--- config.mk ---
export PLATFORM = sky130hd
export DESIGN_NAME = alu_issue_ctrl
export DESIGN_NICKNAME = d
export VERILOG_FILES = /design/src/rtl/alu_issue_ctrl.sv
export SDC_FILE = /design/constraint.sdc
export NUM_CORES = 1
export LEC_CHECK = 0
export CAP_MARGIN = 20
export CORE_ASPECT_RATIO = 0.5
export CORE_MARGIN = 2
export CORE_UTILIZATION = 38
export DETAILED_ROUTE_END_ITERATION = 12
export GPL_TIMING_DRIVEN = 0
export PLACE_DENSITY = 0.72
export SLEW_MARGIN = 20
export SYNTH_ARGS = -nofsm -noshare
export SYNTH_HDL_FRONTEND = slang
export SYNTH_SLANG_ARGS = --single-unit
--- constraint.sdc ---
create_clock -name clk -period 1.43 [get_ports clk]
set_input_delay 0.286 -clock clk [delete_from_list [all_inputs] [get_ports clk]]
set_output_delay 0.286 -clock clk [all_outputs]
set_load 0.005 [all_outputs]
--- src/rtl/alu_issue_ctrl.sv ---
// Issue/response controller for a 4-bit combinational ALU.
// Registers each accepted command onto the ALU inputs, then captures the ALU outputs one cycle later.
module alu_issue_ctrl #(
    parameter int WIDTH = 4,
    parameter int CNT_W = 8
) (
    input  logic             clk,
    input  logic             rst_n,
    input  logic             cmd_valid,
    output logic             cmd_ready,
    input  logic [2:0]       cmd_op,
    input  logic [WIDTH-1:0] cmd_a,
    input  logic [WIDTH-1:0] cmd_b,
    input  logic             cmd_use_acc,
    output logic [WIDTH-1:0] alu_A,
    output logic [WIDTH-1:0] alu_B,
    output logic [2:0]       alu_Opcode,
    input  logic [WIDTH-1:0] alu_Result,
    input  logic             alu_Zero,
    input  logic             alu_Carry,
    output logic             rsp_valid,
    input  logic             rsp_ready,
    output logic [WIDTH-1:0] rsp_result,
    output logic             rsp_zero,
    output logic             rsp_carry,
    output logic             rsp_err,
    output logic [WIDTH-1:0] acc,
    output logic [CNT_W-1:0] op_count
);

    typedef enum logic [1:0] {IDLE, EXEC, RESP} state_t;

    state_t           state, state_nxt;
    logic [WIDTH-1:0] a_r, b_r;
    logic [2:0]       op_r;
    logic             accept;
    logic             legal;

    // Legal opcodes: ADD, SUB, AND, OR, NOT (000..100).
    assign legal  = (cmd_op <= 3'd4);
    assign accept = cmd_valid && cmd_ready;

    assign alu_A      = a_r;
    assign alu_B      = b_r;
    assign alu_Opcode = op_r;

    always_ff @(posedge clk or negedge rst_n) begin
        if (!rst_n) state <= IDLE;
        else        state <= state_nxt;
    end

    always_comb begin
        state_nxt = state;
        cmd_ready = 1'b0;
        rsp_valid = 1'b0;
        case (state)
            IDLE: begin
                cmd_ready = 1'b1;
                if (cmd_valid) state_nxt = legal ? EXEC : RESP;
            end
            EXEC: state_nxt = RESP;
            RESP: begin
                rsp_valid = 1'b1;
                if (rsp_ready) state_nxt = IDLE;
            end
            default: state_nxt = IDLE;
        endcase
    end

    always_ff @(posedge clk or negedge rst_n) begin
        if (!rst_n) begin
            a_r        <= '0;
            b_r        <= '0;
            op_r       <= '0;
            rsp_result <= '0;
            rsp_zero   <= 1'b0;
            rsp_carry  <= 1'b0;
            rsp_err    <= 1'b0;
            acc        <= '0;
            op_count   <= '0;
        end else begin
            if (accept) begin
                a_r  <= cmd_use_acc ? acc : cmd_a;
                b_r  <= cmd_b;
                op_r <= cmd_op;
                // Illegal ops skip the ALU and answer straight away with an error.
                if (!legal) begin
                    rsp_result <= '0;
                    rsp_zero   <= 1'b0;
                    rsp_carry  <= 1'b0;
                    rsp_err    <= 1'b1;
                end
            end
            if (state == EXEC) begin
                rsp_result <= alu_Result;
                rsp_zero   <= alu_Zero;
                rsp_carry  <= alu_Carry;
                rsp_err    <= 1'b0;
                acc        <= alu_Result;
                op_count   <= op_count + CNT_W'(1);
            end
        end
    end

endmodule

Word-level counts from Yosys, hierarchy flattened

Cells that the tools add are included.

Register bits after elaboration: 32
Output and inout bits: 32

Add/sub/neg operators: 1
Magnitude comparators: 1
Eq/ne operators: 5
Multiplexer cells: 17
Reductions and logical operators: 5

Operators by type and width:

| cell                                                             | number |
|---|---|
| 4-bit 2-to-1 mux                                                 | 4 |
| 1-bit 2-to-1 mux                                                 | 9 |
| 8-bit by 1-bit adder with 8-bit output (second input constant)   | 1 |
| 2-bit 2-to-1 mux                                                 | 3 |
| 2-bit case mux with 3 select lines                               | 1 |
| 2-bit != test (second input constant)                            | 2 |
| 2-bit AND reduction                                              | 2 |
| 3-bit less-or-equal comparator (second input constant)           | 1 |
| 2-bit by 1-bit == test with 1-bit output (second input constant) | 1 |
| 2-bit == test (second input constant)                            | 1 |
| 2-bit logical NOT                                                | 1 |
| 2-bit by 1-bit != test with 1-bit output (second input constant) | 1 |
| 2-bit nonzero test                                               | 1 |
| 1-bit logical AND                                                | 1 |

Logic depth before layout (Yosys ltp)

Depth in word-level cells: 5
Mapped depth: 4

Worst setup path before layout

Ideal clock, no wire load.

Path type: flip-flop to flip-flop
Start point: reg state[0]
End point: reg b_r[3] (netlist: alu_B[3])
Arrival: 1237 ps
Required time: 1305 ps
Setup slack: 67 ps
Stages on the path, launching flop included: 4
Period minus slack after synthesis: 1363 ps
Cells stage by stage: dfrtp_1 nor3b_4 buf_6 mux2_4

Longest elaborated chain between the ends: 3

RTL lines:

| element                  | RTL line | text |
|---|---|---|
| start: declaration       | 33       | `state_t state, state_nxt;` |
| start signal: assignment | 49       | `else state <= state_nxt;` |
| 2-bit logical NOT        | 56       | `case (state)` |
| 1-bit 2-to-1 mux         | 56       |  |
| 1-bit logical AND        | 41       | `assign accept = cmd_valid && cmd_ready;` |
| end signal: assignment   | 84       | `b_r <= cmd_b;` |
| end: declaration         | 34       | `logic [WIDTH-1:0] a_r, b_r;` |

No other way between the ends.
A chain may end at the register's enable or synchronous reset.

Worst setup path after layout

Start point: reg state[0]
End point: reg b_r[1] (netlist: alu_B[1])

The elaborated chain is that of the path after synthesis.

==> reports/metrics.cfg <==
[power]
p_int_mw = 2.590
power.leakage_nw = 1.251
power_density_nw_per_um2 = 1676
power_frac_comb_pct = 41.5
seqPwrFrac_pct = 39.1
power.total_mw = 3.675
p_sw_share_pct = 29.53
clkPwrFrac_pct = 19.4
vdd_ir_drop_max_uv = 807.6
power_switching_mw = 1.085

[setup_path]
critPathLaunch = state[0]$_DFFE_PN0P_
critPathMaxFanout = 6
critPathLaunchType = register
cp_data_arrival_time_ns = 1.58
critPathCaptureType = register
required_ns = 1.59
r2r_start = state[0]$_DFFE_PN0P_
r2r_slack_ns = 0.01
r2r_cells = 4
critPathKind = reg -> reg

[clock_tree]
clock-sinks = 32
cts_made_buffers = 5
hold_buffers = 0
clockBufferDepth = 2
path_clk_slew_ns = 0.07
root_buffer = clkbuf_8
worstSkewPairLatency_ns = 0.28
htreeDepth = 2
cts_tree = built

[die]
die_w_um = 87.71
die_area_sq_um = 4022
core-area_sq_um = 3397
initial_core_util_pct = 39.19
row_count = 15
boundaryPins = 54
die_y_um = 45.86

[cells_and_area]
insertedDiodeCount = 0
areaGrowthSynthToFinish_pct = 64.66
finalNonFillerCells = 238
fin_nets = 209
drive_gt1_share_pct = 22.46

[min_path]
worstHoldPathType = in -> async

[sta]
fin_crit_ns = 1.420
tightest_slew_ns = 0.6942
finalMaxSlewViolations = 0
clock_skew_ns = 0.004901
max_clock_freq_mhz = 704.4
fin_crit_sh_pct = 99.28
slew_headroom_pct = 53.72
hold_viol = 0
setup_viol = 0
rsz0062_at_grt = true

[placed_design]
port_buffers = 52
routabilityCongestion = 0.6737
dp_cells = 212
hpwl_mm = 2.049

[detailed_routing]
vias = 1096
wire_per_inst_um = 12.79
wl_met3_um = 102
via_per_inst = 4.605
wl_met1_mm = 1.325
post-route-drc-count = 0
drtIter0Drc = 38
dr.pass1.iters = 4
wl_met2_mm = 1.571
top_layer = met4
wl_mm = 3.044
antenna_left = 0

[logic_synthesis]
ys_warn_count = 0
syn_inst = 109
ys.flop_type = dfrtp_1
synth_nets = 132
async_reset_ff_share_pct = 100.0
synth_area_sq_um = 1331
ys_top_cells_by_area = dfrtp_1 (60%), nand2_1 (5.9%), mux2_2 (5.1%), a22o_1 (3.9%), xnor2_1 (3.3%)
syn_avg_cell_area_sq_um = 12.21
netlist.area_leader.share_pct = 60.15
yosysTopAreaCell = dfrtp_1
ys_ff_latch = 32
synth.distinct_cells = 28
ys_seq_area_share_pct = 60.15
synth-edff-count = 0

[global_route]
grt_pass1_vias = 1064
antenna_found_initial = 0
grt-ovfl-total = 0
grt_use_total_pct = 16.47
grt_pass1_wl_mm = 4.885
grt_max_degree = 33

[flow_run]
cap_violations = 0

[run_status]
outcome = completed

## metal layers
metal | vias to the layer above | GRT usage (%)
met5 | - | 0
met4 | 0 | 6.462
met3 | 5 | 4.529
met2 | 21 | 28.18
met1 | 544 | 20.32
li1 | 526 | -
## cell usage after synthesis, types with 2 or more instances
library cell  instances
a22o_1                6
a21oi_1               4
mux2_2                6
or3_1                 2
mux2i_1               4
nand2_1              21
nand2b_1              2
nand4_1               3
buf_6                 2
dfrtp_1              32
nor2_1                5
o21ai_0               2
xnor2_1               5
## per-stage QoR
stage | utilization (%) | instance area, sq um | setup slack (ns) | setup TNS, ns | hold slack (ns)
final | 64.53 | 2192 | 0.01025 | 0 | 0.04656
after detailed placement | 56.24 | 1911 | -0.3797 | -5.276 | 0.3765
after CTS | 62.47 | 2122 | 0.0003414 | 0 | 0.07557
after global placement | 56.39 | 1916 | -0.5356 | -21.48 | 0.4566
after global routing | 64.53 | 2192 | -0.02982 | -0.07298 | 0.1246
after floorplan | - | 1331 | 0.06743 | 0 | -0.009591
## sequential cells by signal, summed over array words and instances (netlist names)
| name | cells |
|---|---|
| alu_A | 4 |
| state | 2 |
| alu_B | 4 |
| rsp_zero | 1 |
| acc | 4 |
| alu_Opcode | 3 |
| op_count | 8 |
| rsp_carry | 1 |
| rsp_err | 1 |
| rsp_result | 4 |
## final cells by class
| type | count | area, sq um |
|---|---|---|
| sequential | 32 | 803.3 |
| buffer | 4 | 31.28 |
| clock buffer | 8 | 90.09 |
| tap | 51 | 63.81 |
| timing repair buffer | 70 | 689.4 |
| fill | 277 | 1205 |
| multi-input combinational | 73 | 514.2 |
## cells in the final DEF (no fill, tap or decap), drive strengths merged, types with 2 or more instances in the layout
cell           count
a22o               6
dlymetal6s2s      19
mux2               7
nor2               5
xnor2              5
nand2b             2
or3                2
nand4              3
mux2i              4
o21ai              2
clkdlybuf4s50     19
dfrtp             32
clkbuf             8
dlygate4sd2       12
buf               24
a21oi              4
nand2             21
## critical path, stage by stage (launching register included)
cell and delay, ns:
dfrtp_2 0.43, buf_6 0.13, nor3b_4 0.25, buf_6 0.17, mux2_2 0.33
## power groups by stage
| stage | Clock, mW | Sequential (mW) | Combinational, mW |
|---|---|---|---|
| global placement | 0 | 1.52 | 1.34 |
| CTS | 0.723 | 1.44 | 1.56 |
| detailed placement | 0 | 1.53 | 1.36 |
| floorplan | 0 | 1.52 | 0.468 |
| finish | 0.712 | 1.44 | 1.53 |
| global route | 0.764 | 1.48 | 1.66 |
## final timing paths
kind	end
setup / recovery	alu_B[1]$_DFFE_PN0P_
hold / removal	alu_Opcode[0]$_DFFE_PN0P_
setup reg to reg	alu_B[1]$_DFFE_PN0P_
hold reg to reg	rsp_err$_DFFE_PN0P_
max in group asynchronous	state[0]$_DFFE_PN0P_
min in group clk	alu_A[1]$_DFFE_PN0P_
## cells by family after synthesis
family | Yosys count | share of synthesized area (%)
AOI/OAI and AO/OA | 14 | 7.519
xor gates and xnor gates | 6 | 3.947
adders and majority gates | 1 | 0.9397
buffers and inverters | 4 | 2.349
DFF | 32 | 60.15
muxes | 11 | 9.210
and+or+nand+nor | 41 | 15.88
## what timing repair did
item / in CTS / in global routing
pin swaps: 1 / 1
resized for setup: 19 / 25
endpoints found under the setup margin: 26 / 24
gates cloned: 0 / 0
setup buffers: 18 / 0
Note: power is estimated with default switching activity, not from simulation.
